File: config.mk
export PLATFORM = sky130hd
export DESIGN_NAME = sh4a_regfile_port
export DESIGN_NICKNAME = d
export VERILOG_FILES = /design/src/rtl/sh4a_regfile_port_pkg.sv /design/src/rtl/sh4a_regfile_port_scoreboard.sv /design/src/rtl/sh4a_regfile_port.sv
export SDC_FILE = /design/constraint.sdc
export NUM_CORES = 1
export LEC_CHECK = 0
export CORE_AREA = 2 2 129 131
export CTS_CLUSTER_SIZE = 20
export DETAILED_ROUTE_END_ITERATION = 16
export DIE_AREA = 0 0 131 133
export HOLD_SLACK_MARGIN = 0.03
export PLACE_DENSITY = 0.86
export SETUP_SLACK_MARGIN = 0.5
export SLEW_MARGIN = 20
export SYNTH_ARGS = -nofsm -noshare
export SYNTH_HDL_FRONTEND = slang
export SYNTH_SLANG_ARGS = --single-unit
File: constraint.sdc
create_clock -name clk_i -period 17.8 [get_ports clk_i]
set_clock_uncertainty 0.05 [all_clocks]
set_input_delay 2.67 -clock clk_i [delete_from_list [all_inputs] [get_ports clk_i]]
set_output_delay 2.67 -clock clk_i [all_outputs]
set_load 0.05 [all_outputs]
File: src/rtl/sh4a_regfile_port_pkg.sv
// ---------------------------------------------------------------------------
// sh4a_regfile_port_pkg
//   Shared definitions for the SH4A register-file client port:
//   register-index width, the hard-wired zero register, the default
//   register count, operand width and the 2-bit sequencer state encoding.
//   No ports (package).
// ---------------------------------------------------------------------------
package sh4a_regfile_port_pkg;

    localparam int IDX_W            = 5;
    localparam int DATA_W           = 32;
    localparam int NUM_REGS_DEFAULT = 24;

    localparam logic [IDX_W-1:0] REG_ZERO = '0;

    typedef enum logic [1:0] {
        ST_IDLE = 2'b00,
        ST_READ = 2'b01,
        ST_HOLD = 2'b10
    } port_state_e;

    // REG_ZERO is hard-wired and never tracked as busy.
    function automatic logic is_zero_reg(input logic [IDX_W-1:0] idx);
        return idx == REG_ZERO;
    endfunction

endpackage

File: src/rtl/sh4a_regfile_port_scoreboard.sv
// ---------------------------------------------------------------------------
// sh4a_regfile_port_scoreboard
//   One busy bit per architectural register. A bit is set when an
//   instruction with a destination retires to execute and cleared when
//   execute writes that register back. Provides busy lookups for two
//   sources and one destination; REG_ZERO always reads as not busy.
//
//   Ports:
//     clk_i, reset_i      clock, asynchronous active-high reset
//     set_i, set_idx_i    mark a destination as pending
//     clr_i, clr_idx_i    writeback clears a pending destination
//     rs0_idx_i/rs1_idx_i source indices to look up
//     rd_idx_i            destination index to look up
//     rs0_busy_o/rs1_busy_o/rd_busy_o  lookup results
//     busy_mask_o         full scoreboard state
// ---------------------------------------------------------------------------
module sh4a_regfile_port_scoreboard
    import sh4a_regfile_port_pkg::*;
#(
    parameter int NUM_REGS = NUM_REGS_DEFAULT
) (
    input  logic                clk_i,
    input  logic                reset_i,
    input  logic                set_i,
    input  logic [IDX_W-1:0]    set_idx_i,
    input  logic                clr_i,
    input  logic [IDX_W-1:0]    clr_idx_i,
    input  logic [IDX_W-1:0]    rs0_idx_i,
    input  logic [IDX_W-1:0]    rs1_idx_i,
    input  logic [IDX_W-1:0]    rd_idx_i,
    output logic                rs0_busy_o,
    output logic                rs1_busy_o,
    output logic                rd_busy_o,
    output logic [NUM_REGS-1:0] busy_mask_o
);

    logic [NUM_REGS-1:0] busy_q;
    logic [NUM_REGS-1:0] busy_d;

    // Out-of-range indices and REG_ZERO look up as not busy.
    function automatic logic busy_at(input logic [NUM_REGS-1:0] mask,
                                     input logic [IDX_W-1:0]    idx);
        logic hit;
        hit = 1'b0;
        for (int i = 0; i < NUM_REGS; i++) begin
            if (idx == IDX_W'(i) && !is_zero_reg(idx)) begin
                hit = mask[i];
            end
        end
        return hit;
    endfunction

    // NOTE: every always_comb output gets a default first, so no path leaves
    // it unassigned and no latch is inferred.
    always_comb begin
        busy_d = busy_q;
        for (int i = 0; i < NUM_REGS; i++) begin
            if (clr_i && clr_idx_i == IDX_W'(i)) begin
                busy_d[i] = 1'b0;
            end
            // Applied after the clear so a coincident set wins.
            if (set_i && set_idx_i == IDX_W'(i) && !is_zero_reg(set_idx_i)) begin
                busy_d[i] = 1'b1;
            end
        end
    end

    // NOTE: sequential state is updated with non-blocking assignments so all
    // flops sample their inputs from the same pre-edge values.
    always_ff @(posedge clk_i or posedge reset_i) begin
        if (reset_i) begin
            busy_q <= '0;
        end else begin
            busy_q <= busy_d;
        end
    end

    assign rs0_busy_o  = busy_at(busy_q, rs0_idx_i);
    assign rs1_busy_o  = busy_at(busy_q, rs1_idx_i);
    assign rd_busy_o   = busy_at(busy_q, rd_idx_i);
    assign busy_mask_o = busy_q;

    // Protocol checks on the writeback side.
    always @(posedge clk_i) begin
        if (!reset_i && clr_i) begin
            assert (int'(clr_idx_i) < NUM_REGS);
            assert (is_zero_reg(clr_idx_i) || busy_at(busy_q, clr_idx_i));
            assert (!(set_i && !is_zero_reg(set_idx_i) && set_idx_i == clr_idx_i));
        end
    end

endmodule

File: src/rtl/sh4a_regfile_port.sv
// ---------------------------------------------------------------------------
// sh4a_regfile_port
//   Client-side sequencer for the SH4A register file. Accepts one decoded
//   instruction at a time, presents its source indices to the regfile read
//   ports, captures the registered read data one cycle later and holds the
//   operands for execute. A scoreboard stalls issue on RAW/WAW hazards
//   against destinations still awaiting writeback. Execute writebacks pass
//   straight through to the regfile write port.
//
//   Optional feature (macro SH4A_REGFILE_PORT_FORWARD_EN):
//     A busy source being written back in the same IDLE cycle is not a
//     hazard; its value is taken from wb_data_i and substituted for the
//     stale regfile read. Without the macro that case stalls one cycle.
//
//   Ports:
//     clk_i, reset_i                        clock, async active-high reset
//     in_valid_i/in_ready_o                 decode handshake
//     in_rs0_i, in_rs1_i, in_rd_i,
//     in_rd_valid_i, in_tag_i               decoded instruction fields
//     out_valid_o/out_ready_i               execute handshake
//     out_op0_o, out_op1_o                  source operand values
//     out_rd_o, out_rd_valid_o, out_tag_o   latched destination and payload
//     wb_valid_i, wb_idx_i, wb_data_i       execute writeback
//     idx_read0_o, idx_read1_o              regfile read indices
//     reg_read0_i, reg_read1_i              regfile read data (1-cycle)
//     idx_write_o, reg_write_o,
//     reg_write_enable_o                    regfile write port
//     busy_mask_o                           scoreboard state
//     port_idle_o                           IDLE with no pending writes
// ---------------------------------------------------------------------------
module sh4a_regfile_port
    import sh4a_regfile_port_pkg::*;
#(
    parameter int TAG_W    = 32,
    parameter int NUM_REGS = NUM_REGS_DEFAULT
) (
    input  logic                clk_i,
    input  logic                reset_i,

    input  logic                in_valid_i,
    output logic                in_ready_o,
    input  logic [IDX_W-1:0]    in_rs0_i,
    input  logic [IDX_W-1:0]    in_rs1_i,
    input  logic [IDX_W-1:0]    in_rd_i,
    input  logic                in_rd_valid_i,
    input  logic [TAG_W-1:0]    in_tag_i,

    output logic                out_valid_o,
    input  logic                out_ready_i,
    output logic [DATA_W-1:0]   out_op0_o,
    output logic [DATA_W-1:0]   out_op1_o,
    output logic [IDX_W-1:0]    out_rd_o,
    output logic                out_rd_valid_o,
    output logic [TAG_W-1:0]    out_tag_o,

    input  logic                wb_valid_i,
    input  logic [IDX_W-1:0]    wb_idx_i,
    input  logic [DATA_W-1:0]   wb_data_i,

    output logic [IDX_W-1:0]    idx_read0_o,
    output logic [IDX_W-1:0]    idx_read1_o,
    input  logic [DATA_W-1:0]   reg_read0_i,
    input  logic [DATA_W-1:0]   reg_read1_i,

    output logic [IDX_W-1:0]    idx_write_o,
    output logic [DATA_W-1:0]   reg_write_o,
    output logic                reg_write_enable_o,

    output logic [NUM_REGS-1:0] busy_mask_o,
    output logic                port_idle_o
);

    port_state_e         state_q;
    logic                out_valid_q;
    logic [DATA_W-1:0]   out_op0_q;
    logic [DATA_W-1:0]   out_op1_q;
    logic [IDX_W-1:0]    out_rd_q;
    logic                out_rd_valid_q;
    logic [TAG_W-1:0]    out_tag_q;

    logic                rs0_busy;
    logic                rs1_busy;
    logic                rd_busy;
    logic                src0_hz;
    logic                src1_hz;
    logic                hazard;
    logic                handshake;
    logic                retire;
    logic [DATA_W-1:0]   op0_sel;
    logic [DATA_W-1:0]   op1_sel;

    // ------------------------------------------------------------------
    // Scoreboard: set on retire to execute, cleared by writeback.
    // ------------------------------------------------------------------
    sh4a_regfile_port_scoreboard #(
        .NUM_REGS (NUM_REGS)
    ) u_scoreboard (
        .clk_i       (clk_i),
        .reset_i     (reset_i),
        .set_i       (retire && out_rd_valid_q),
        .set_idx_i   (out_rd_q),
        .clr_i       (wb_valid_i),
        .clr_idx_i   (wb_idx_i),
        .rs0_idx_i   (in_rs0_i),
        .rs1_idx_i   (in_rs1_i),
        .rd_idx_i    (in_rd_i),
        .rs0_busy_o  (rs0_busy),
        .rs1_busy_o  (rs1_busy),
        .rd_busy_o   (rd_busy),
        .busy_mask_o (busy_mask_o)
    );

`ifdef SH4A_REGFILE_PORT_FORWARD_EN
    // A busy source written back this very cycle can be forwarded: the
    // regfile read issued now still returns the old value, so the
    // writeback data is latched and substituted in READ.
    logic                fwd0_hit;
    logic                fwd1_hit;
    logic                fwd0_q;
    logic                fwd1_q;
    logic [DATA_W-1:0]   fwd_data_q;

    assign fwd0_hit = rs0_busy && wb_valid_i && (wb_idx_i == in_rs0_i);
    assign fwd1_hit = rs1_busy && wb_valid_i && (wb_idx_i == in_rs1_i);
    assign src0_hz  = rs0_busy && !fwd0_hit;
    assign src1_hz  = rs1_busy && !fwd1_hit;

    always_ff @(posedge clk_i or posedge reset_i) begin
        if (reset_i) begin
            fwd0_q     <= 1'b0;
            fwd1_q     <= 1'b0;
            fwd_data_q <= '0;
        end else if (handshake) begin
            fwd0_q     <= fwd0_hit;
            fwd1_q     <= fwd1_hit;
            fwd_data_q <= wb_data_i;
        end
    end

    assign op0_sel = fwd0_q ? fwd_data_q : reg_read0_i;
    assign op1_sel = fwd1_q ? fwd_data_q : reg_read1_i;
`else
    assign src0_hz = rs0_busy;
    assign src1_hz = rs1_busy;
    assign op0_sel = reg_read0_i;
    assign op1_sel = reg_read1_i;
`endif

    // Destination hazard (WAW) is never forwarded: it must drain first.
    assign hazard     = src0_hz || src1_hz || (in_rd_valid_i && rd_busy);
    assign in_ready_o = !reset_i && (state_q == ST_IDLE) && !hazard;
    assign handshake  = in_valid_i && in_ready_o;
    assign retire     = (state_q == ST_HOLD) && out_ready_i;

    // ------------------------------------------------------------------
    // Sequencer: IDLE -> READ (regfile read latency) -> HOLD (until taken)
    // ------------------------------------------------------------------
    always_ff @(posedge clk_i or posedge reset_i) begin
        if (reset_i) begin
            state_q        <= ST_IDLE;
            out_valid_q    <= 1'b0;
            out_op0_q      <= '0;
            out_op1_q      <= '0;
            out_rd_q       <= '0;
            out_rd_valid_q <= 1'b0;
            out_tag_q      <= '0;
        end else begin
            case (state_q)
                ST_IDLE: begin
                    if (handshake) begin
                        out_rd_q       <= in_rd_i;
                        out_rd_valid_q <= in_rd_valid_i;
                        out_tag_q      <= in_tag_i;
                        state_q        <= ST_READ;
                    end
                end
                ST_READ: begin
                    out_op0_q   <= op0_sel;
                    out_op1_q   <= op1_sel;
                    out_valid_q <= 1'b1;
                    state_q     <= ST_HOLD;
                end
                ST_HOLD: begin
                    if (out_ready_i) begin
                        out_valid_q <= 1'b0;
                        state_q     <= ST_IDLE;
                    end
                end
                default: begin
                    out_valid_q <= 1'b0;
                    state_q     <= ST_IDLE;
                end
            endcase
        end
    end

    assign out_valid_o    = out_valid_q;
    assign out_op0_o      = out_op0_q;
    assign out_op1_o      = out_op1_q;
    assign out_rd_o       = out_rd_q;
    assign out_rd_valid_o = out_rd_valid_q;
    assign out_tag_o      = out_tag_q;

    // Read indices follow decode directly; only the IDLE-cycle read matters.
    assign idx_read0_o = in_rs0_i;
    assign idx_read1_o = in_rs1_i;

    assign reg_write_enable_o = wb_valid_i;
    assign idx_write_o        = wb_idx_i;
    assign reg_write_o        = wb_data_i;

    assign port_idle_o = (state_q == ST_IDLE) && (busy_mask_o == '0);

endmodule

==> flow_metrics.env, run 1 <==
export IMPL_nFillCells=1281
export IMPL_clock_latency_ps=410
export IMPL_syn_inst=551
export IMPL_synth_cell_types=56
export IMPL_max_freq_mhz=115
export IMPL_ios=331
export IMPL_drv_cap=0
export IMPL_hold_viol=0
export IMPL_syn_nets=705
export IMPL_drt_total_wl_mm=19.3
export IMPL_grt_max_degree=71
export IMPL_post_route_period_util_pct=49.1
export IMPL_remaining_drc_errors=0
export IMPL_crit_path_start_kind="primary input"
export IMPL_min_path_type="flop to flop"
export IMPL_coreArea_mm2=0.0162
export IMPL_ys_seq_area_share_pct=50.4
export IMPL_firstDrtPassIters=5
export IMPL_antenna_found_initial=1
export IMPL_path_clk_slew_ps=60
export IMPL_cts_setup_buffers=0
export IMPL_critical_path_cell_chain="clkdlybuf4s50_1 -> mux2_4 -> a221oi_1 -> a211oi_1 -> a221oi_1 -> o22ai_1 -> nor3_1 -> clkdlybuf4s50_1"
export IMPL_ys_async_sr_fraction_pct=100
export IMPL_dieArea_mm2=0.0174
export IMPL_die_w_um=131
export IMPL_netlist_area_mm2=0.00641
export IMPL_place_congestion=0.891
export IMPL_total_power_mw=1.78
export IMPL_postPlaceCellArea_mm2=0.00889
export IMPL_mostFrequentLayoutCell="clkdlybuf4s50_1"
export IMPL_grt_pass1_wl_mm=29.2
export IMPL_cts_buffers=17
export IMPL_gr_total_overflow=0
export IMPL_cts_tree="done"
export IMPL_fin_cells=1000
export IMPL_syn2layout_area_growth_pct=48.3
export IMPL_powerDensity_mw_per_mm2=187
export IMPL_required_ps=15080
export IMPL_synth_edf_count=0
export IMPL_crit_family="buffers and inverters"
export IMPL_fin_util_pct=58.8
export IMPL_setup_worst_path_start="in_rs1_i[0]"
export IMPL_die_y_um=133
export IMPL_track_usage_pct=22.0
export IMPL_hold_buffers=0
export IMPL_slew_headroom_pct=42.4
export IMPL_worstHoldStart="out_valid_o"
export IMPL_syn_avg_cell_area_um2=11.6
export IMPL_clk_path_buf_depth=2
export IMPL_ys_seq_elements=129
export IMPL_initial_core_util_pct=39.6
export IMPL_finalMaxSlewViolations=0
export IMPL_mostFrequentLayoutCells="266 x clkdlybuf4s50_1, 129 x dfrtp_1, 99 x mux2_2"
export IMPL_root_buffer="clkbuf_16"
export IMPL_finalCriticalPeriod_ps=8730
export IMPL_yosys_top_cells_area="dfrtp_1 50%, mux2_2 17%, buf_4 6.2%, o21ai_0 4.6%, mux2_1 1.6%"
export IMPL_reg2reg_slack_ps=14880
export IMPL_dp_hpwl_mm=13.5
export IMPL_dp_cells=967
export IMPL_grt_pass1_vias=5467
export IMPL_ctsHtreeMaxLevel=4
export IMPL_crit_reg2reg_launch="u_scoreboard.busy_mask_o[10]"
export IMPL_layout_drive_gt1_share_pct=18.4
export IMPL_ctsResizeCount=0
export IMPL_synth_top_area_share_pct=50.4
export IMPL_clock_sinks=129
export IMPL_crit_buf_inv=2
export IMPL_rows=47
export IMPL_ant_nets=0
export IMPL_worst_pin_slew_ps=864
export IMPL_yosys_warnings=0
export IMPL_final_cell_area_mm2=0.00950
export IMPL_peakVddDrop_v=0.000128
export IMPL_final_setup_tns_ps=0
export IMPL_p_leak_nw=3.78
export IMPL_portBuffers=266
export IMPL_crit_type="primary input to primary output"
export IMPL_vias=5393
export IMPL_drt_wirelength_per_cell_um=19.3
export IMPL_crit_arrival_ps=6010
export IMPL_synthFlopType="dfrtp_1"
export IMPL_vias_per_cell=5.39
export IMPL_grt_setup_unrepaired="no"
export IMPL_critPathMaxFanout=24
export IMPL_drt_iter0_markers=392
export IMPL_finalSetupViolations=0
export IMPL_worst_path_max_delay_cell="clkdlybuf4s50_1"
export IMPL_max_stage_delay_ps=1000
export IMPL_synth_top_cell_by_area="dfrtp_1"
export IMPL_endpoint_kind="primary output"
export IMPL_fin_nets=920
export IMPL_status="complete, no violations"
## path summary, 6_finish.rpt
| path | endpoint | cells after the start |
|---|---|---|
| worst min-delay path | out_valid_o | 1 |
| worst max register to register | out_rd_o[2] | 8 |
| worst max-delay path | in_ready_o | 8 |
| min in group asynchronous | out_op0_o[28] | 2 |
| worst min register to register | out_valid_o | 1 |
| max in group asynchronous | out_op1_o[25] | 3 |
## per-stage QoR
stage | hold slack (ps) | setup WS (ps)
6_report | 429 | 9070
5_1_grt | 448 | 8850
4_1_cts | 440 | 9130
3_5_place_dp | 423 | 9130
3_3_place_gp | 412 | 9170
2_1_floorplan | 454 | 7310
## final cells by class
class                      instances  area (µm²)  area share, %
sequential                       129        3230           34.0
timing repair buffer             270        2690           28.3
multi-input combinational        339        2660           27.9
clock buffer                      20         457           4.81
tap                              220         275           2.90
clock inverter                    12         158           1.66
inverter                           9        36.3          0.382
antenna                            1        2.50         0.0263
## synth_stat cells, types with 3 or more instances
cell	n
dfrtp_1	129
mux2_2	99
o21ai_0	59
buf_4	53
nand2_1	19
nor2_1	15
nand2b_1	14
clkbuf_1	13
nand3b_1	10
o22ai_1	10
inv_1	9
mux2_1	9
a21oi_1	8
nor2b_1	8
nor4_1	8
mux2i_1	7
nand3_1	6
buf_2	5
or3_1	5
a21o_1	4
a221oi_1	4
nand4_1	4
o21a_1	4
or3b_2	4
a22oi_1	3
a31oi_1	3
nor3b_1	3
## state kept, by name, indices dropped and copies added (netlist names)
| name | cells |
|---|---|
| out_rd_valid_o | 1 |
| out_tag_o | 32 |
| out_valid_o | 1 |
| state_q | 2 |
| out_op1_o | 32 |
| out_op0_o | 32 |
| out_rd_o | 5 |
| u_scoreboard.busy_mask_o | 24 |
## metal layers
| layer | track usage, % | wire, µm | part of all wire [%] |
|---|---|---|---|
| met4 | 11.0 | 642 | 3.3 |
| met5 | 0 | 0 | 0 |
| met1 | 26.5 | 7330 | 38 |
| met2 | 34.4 | 9340 | 48 |
| met3 | 8.37 | 1950 | 10 |
## logic make-up (layout without fill, tap and decap cells)
| family | Yosys count | count (layout) | share of synthesized area (%) |
|---|---|---|---|
| muxes | 116 | 116 | 20.3 |
| and+or+nand+nor | 107 | 107 | 9.94 |
| other | 0 | 1 | 0 |
| DFF | 129 | 129 | 50.4 |
| buffers and inverters | 83 | 311 | 8.30 |
| AOI/OAI and AO/OA | 116 | 116 | 11.1 |
## report_power, final
| group | switching [mW] | internal (mW) | total [mW] |
|---|---|---|---|
| combinational | 0.585 | 0.332 | 0.917 |
| clock | 0.132 | 0.228 | 0.360 |
| sequential | 0.0935 | 0.409 | 0.503 |
| total | 0.810 | 0.969 | 1.78 |
Power figures use the tool's default switching activity.
==> run 2: changes to the inputs <==
- CORE_AREA: 2 2 129 131 -> not set
- CORE_UTILIZATION: not set -> 36
- DIE_AREA: 0 0 131 133 -> not set
- PLACE_DENSITY: 0.86 -> 0.82
- clock period: 17.8 -> 7.5 ns (I/O delays scaled with it)
==> flow_metrics.env, run 2 (synthesis gave the netlist of run 1 again) <==
export IMPL_vias_per_cell=5.30
export IMPL_status="complete, no violations"
export IMPL_coreArea_mm2=0.0174
export IMPL_drt_iter0_markers=386
export IMPL_min_path_type="flop to flop"
export IMPL_mostFrequentLayoutCell="clkdlybuf4s50_1"
export IMPL_dp_hpwl_mm=13.9
export IMPL_drt_wirelength_per_cell_um=19.3
export IMPL_clock_latency_ps=410
export IMPL_final_setup_tns_ps=0
export IMPL_pwr_share_seq_pct=28.3
export IMPL_firstDrtPassIters=5
export IMPL_portBuffers=266
export IMPL_die_w_um=135
export IMPL_hold_buffers=0
export IMPL_worstHoldStart="out_tag_o[6]"
export IMPL_whs_ps=438
export IMPL_finalCriticalPeriod_ps=5600
export IMPL_clkPwrFrac_pct=20.1
export IMPL_finalMaxSlewViolations=0
export IMPL_min_path_cells=1
export IMPL_hold_end="out_tag_o[6]"
export IMPL_nFillCells=1506
export IMPL_ant_nets=0
export IMPL_fin_nets=920
export IMPL_clk_path_buf_depth=2
export IMPL_track_usage_pct=21.6
export IMPL_comb_power_share_pct=51.6
export IMPL_r2r_cells=8
export IMPL_reg2reg_slack_ps=4380
export IMPL_worstReg2RegEnd="out_rd_o[0]"
export IMPL_layout_drive_gt1_share_pct=18.5
export IMPL_swShare_pct=46.8
export IMPL_ios=331
export IMPL_p_sw_mw=1.97
export IMPL_cts_buffers=17
export IMPL_cts_tree="done"
export IMPL_total_power_mw=4.21
export IMPL_hold_viol=0
export IMPL_mostFrequentLayoutCells="266 x clkdlybuf4s50_1, 129 x dfrtp_1, 99 x mux2_2"
export IMPL_powerDensity_mw_per_mm2=443
export IMPL_crit_path_start_kind="primary input"
export IMPL_syn2layout_area_growth_pct=48.4
export IMPL_ctsResizeCount=0
export IMPL_die_y_um=135
export IMPL_antenna_found_initial=0
export IMPL_clock_sinks=129
export IMPL_p_leak_nw=3.78
export IMPL_cts_setup_buffers=0
export IMPL_internal_power_mw=2.24
export IMPL_gr_total_overflow=0
export IMPL_antenna_cells=0
export IMPL_endpoint_kind="primary output"
export IMPL_path_clk_slew_ps=60
export IMPL_pre_cts_ws_ps=1950
export IMPL_grt_setup_unrepaired="no"
export IMPL_grt_max_degree=70
export IMPL_drt_total_wl_mm=19.4
export IMPL_setup_ws_ps=1900
export IMPL_critPathMaxFanout=24
export IMPL_drv_cap=0
export IMPL_ctsHtreeMaxLevel=4
export IMPL_crit_arrival_ps=4420
export IMPL_grt_pass1_vias=5443
export IMPL_place_congestion=0.926
export IMPL_worst_pin_slew_ps=893
export IMPL_initial_core_util_pct=36.9
export IMPL_crit_reg2reg_launch="u_scoreboard.busy_mask_o[11]"
export IMPL_finalSetupViolations=0
export IMPL_dieArea_mm2=0.0183
export IMPL_peakVddDrop_v=0.000364
export IMPL_crit_type="primary input to primary output"
export IMPL_rows=48
export IMPL_grt_pass1_wl_mm=29.6
export IMPL_root_buffer="clkbuf_16"
export IMPL_max_freq_mhz=179
export IMPL_vias=5322
export IMPL_post_route_period_util_pct=74.6
export IMPL_slew_headroom_pct=40.5
export IMPL_remaining_drc_errors=0
export IMPL_required_ps=6320
## run 2: changes by cell type in the layout (fill, tap and decap cells not counted), moves of 2 or more
cell	delta
clkinv_4	-2
clkinv_8	+3
clkbuf_8	-2
clkinv_2	-2
inv_8	+6
inv_6	+2
bufinv_16	-2
## run 2: how the worst max path moves through the flow
stage / slack [ps] / depth (start not counted) / from / end
after global routing: 1700 / 8 / in_rs1_i[0] / in_ready_o
final: 1900 / 8 / in_rs1_i[0] / in_ready_o
after global placement: 1980 / 8 / in_rs1_i[0] / in_ready_o
after CTS: 1940 / 8 / in_rs1_i[0] / in_ready_o
after floorplan: 1690 / 5 / reset_i / in_ready_o
after detailed placement: 1950 / 8 / in_rs1_i[0] / in_ready_o
## run 2: area by class of cell
type / instances / area [µm²] / share of cell area (%)
Inverter: 9 / 37.5 / 0.395
Sequential cell: 129 / 3230 / 33.9
Timing Repair Buffer: 270 / 2690 / 28.3
Clock inverter: 15 / 189 / 1.99
Tap cell: 225 / 282 / 2.96
Multi-Input combinational cell: 339 / 2660 / 27.9
Clock buffer: 17 / 425 / 4.47
## run 2: power by group through the flow
| stage | sequential [mW] | clock, mW | combinational, mW |
|---|---|---|---|
| floorplan | 2.12 | 0 | 0.487 |
| global placement | 1.19 | 0 | 2.16 |
| detailed placement | 1.20 | 0 | 2.17 |
| CTS | 1.19 | 0.868 | 2.18 |
| global route | 1.23 | 0.899 | 2.26 |
| finish | 1.19 | 0.848 | 2.17 |
## run 2: worst max-delay path, cell delays in order
cell and delay [ps]:
clkdlybuf4s50_1 1020, mux2_4 350, a221oi_1 290, a211oi_1 80, a221oi_1 320, o22ai_1 190, nor3_1 200, clkdlybuf4s50_1 840
## run 2: layer usage
layer	global-route usage, %	part of all wire [%]
met5	0	0
met2	36.2	50
met4	8.36	2.4
met3	8.34	11
met1	24.7	37
## run 2: through the flow
step                utilization [%]  cell area (µm²)  cells
floorplan                         -             6410    551
global route                   54.8             9510   1004
detailed placement             51.2             8890    972
CTS                            54.8             9510   1004
finish                         54.8             9510   1004
global placement               51.2             8890    972
==> run 3: changes to the inputs <==
- CORE_UTILIZATION: 36 -> 40
- PLACE_DENSITY: 0.82 -> 0.86
- clock period: 7.5 -> 5.65 ns (I/O delays scaled with it)
==> flow_metrics.env, run 3 (synthesis gave the netlist of run 1 again) <==
export IMPL_status="complete, no violations"
export IMPL_use_met1_pct=27.8
export IMPL_worst_pin_slew_ps=963
export IMPL_hold_buffers=0
export IMPL_grt_setup_unrepaired="no"
export IMPL_endpoint_kind="primary output"
export IMPL_mostFrequentLayoutCells="265 x clkdlybuf4s50_1, 129 x dfrtp_1, 99 x mux2_2"
export IMPL_die_y_um=129
export IMPL_grt_use_met2_pct=41.1
export IMPL_whs_ps=436
export IMPL_remaining_drc_errors=0
export IMPL_ant_nets=0
export IMPL_crit_reg2reg_launch="u_scoreboard.busy_mask_o[11]"
export IMPL_hold_viol=0
export IMPL_powerDensity_mw_per_mm2=588
export IMPL_post_route_period_util_pct=77.7
export IMPL_mostFrequentLayoutCell="clkdlybuf4s50_1"
export IMPL_crit_path_start_kind="primary input"
export IMPL_clock_sinks=129
export IMPL_ctsHtreeMaxLevel=4
export IMPL_p_leak_nw=3.78
export IMPL_layout_drive_gt1_share_pct=18.4
export IMPL_ctsResizeCount=0
export IMPL_cp_common_cell="a221oi_1"
export IMPL_finalCriticalPeriod_ps=4390
export IMPL_crit_arrival_ps=3490
export IMPL_dieArea_mm2=0.0165
export IMPL_final_setup_tns_ps=0
export IMPL_fin_nets=921
export IMPL_vias=5313
export IMPL_drt_wirelength_per_cell_um=19.8
export IMPL_drt_total_wl_mm=19.6
export IMPL_ios=331
export IMPL_setup_worst_path_start="in_rs1_i[0]"
export IMPL_place_congestion=0.928
export IMPL_busiest_layer="met2"
export IMPL_crit_type="primary input to primary output"
export IMPL_antenna_found_initial=0
export IMPL_critPathMaxFanout=24
export IMPL_initial_core_util_pct=41.5
export IMPL_dp_hpwl_mm=13.8
export IMPL_critical_path_cell_chain="clkdlybuf4s50_1 -> mux2_4 -> a221oi_1 -> a211oi_1 -> a221oi_1 -> o22ai_1 -> nor3_2 -> buf_4"
export IMPL_finalSetupViolations=0
export IMPL_coreArea_mm2=0.0154
export IMPL_use_met3_pct=10.1
export IMPL_path_clk_slew_ps=50
export IMPL_max_stage_delay_ps=1000
export IMPL_worstHoldStart="out_tag_o[7]"
export IMPL_max_freq_mhz=228
export IMPL_drt_iter0_markers=448
export IMPL_reg2reg_slack_ps=2700
export IMPL_min_path_type="flop to flop"
export IMPL_crit_family="buffers and inverters"
export IMPL_root_buffer="clkbuf_16"
export IMPL_required_ps=4750
export IMPL_clock_latency_ps=410
export IMPL_peakVddDrop_v=0.000415
export IMPL_vias_per_cell=5.37
export IMPL_crit_buf_inv=2
export IMPL_syn2layout_area_growth_pct=47.8
export IMPL_cts_buffers=17
export IMPL_cts_tree="done"
export IMPL_track_usage_pct=24.3
export IMPL_drv_cap=0
export IMPL_clk_path_buf_depth=2
export IMPL_worst_path_max_delay_cell="clkdlybuf4s50_1"
export IMPL_cts_setup_buffers=0
export IMPL_slew_headroom_pct=35.8
export IMPL_grt_pass1_wl_mm=29.8
export IMPL_rows=45
export IMPL_gr_total_overflow=0
export IMPL_grt_pass1_vias=5272
export IMPL_antenna_cells=0
export IMPL_die_w_um=129
export IMPL_grt_max_degree=76
export IMPL_portBuffers=266
export IMPL_finalMaxSlewViolations=0
export IMPL_firstDrtPassIters=5
[run 3: worst paths after layout]
check / to / depth (start not counted)
max in group asynchronous: out_tag_o[18] / 4
hold / removal: out_tag_o[7] / 1
hold reg to reg: out_tag_o[7] / 1
min in group asynchronous: state_q[1] / 3
setup / recovery: in_ready_o / 8
setup reg to reg: out_tag_o[4] / 8
[run 3: power by group]
part	internal (mW)	switching, mW	leakage [nW]
Combinational	1.05	1.85	1.92
Sequential	1.29	0.290	1.58
Clock	0.701	0.396	0.287
Total	3.04	2.53	3.78
[run 3: metrics by stage]
stage	total power, mW	cell area, µm²	setup WS [ps]	instances	util [%]
finish	5.57	9470	1260	990	61.4
global route	5.80	9470	1050	990	61.4
global placement	4.43	8890	1360	959	57.6
detailed placement	4.47	8890	1280	959	57.6
floorplan	3.46	6420	816	551	-
CTS	5.60	9470	1280	990	61.4
[run 3: final cells by class]
type	count	area, µm²
repair buffers	271	2700
clock buffers	21	450
fillers	1268	5950
flip-flops and latches	129	3230
multi-input cells	339	2660
clock inverters	10	135
well taps	211	264
inverters	9	37.5
[run 3: metal layers]
metal  part of all wire (%)  wire, µm
met2                     50      9850
met1                     37      7310
met3                     10      2040
met4                    2.0       395
met5                      0         0
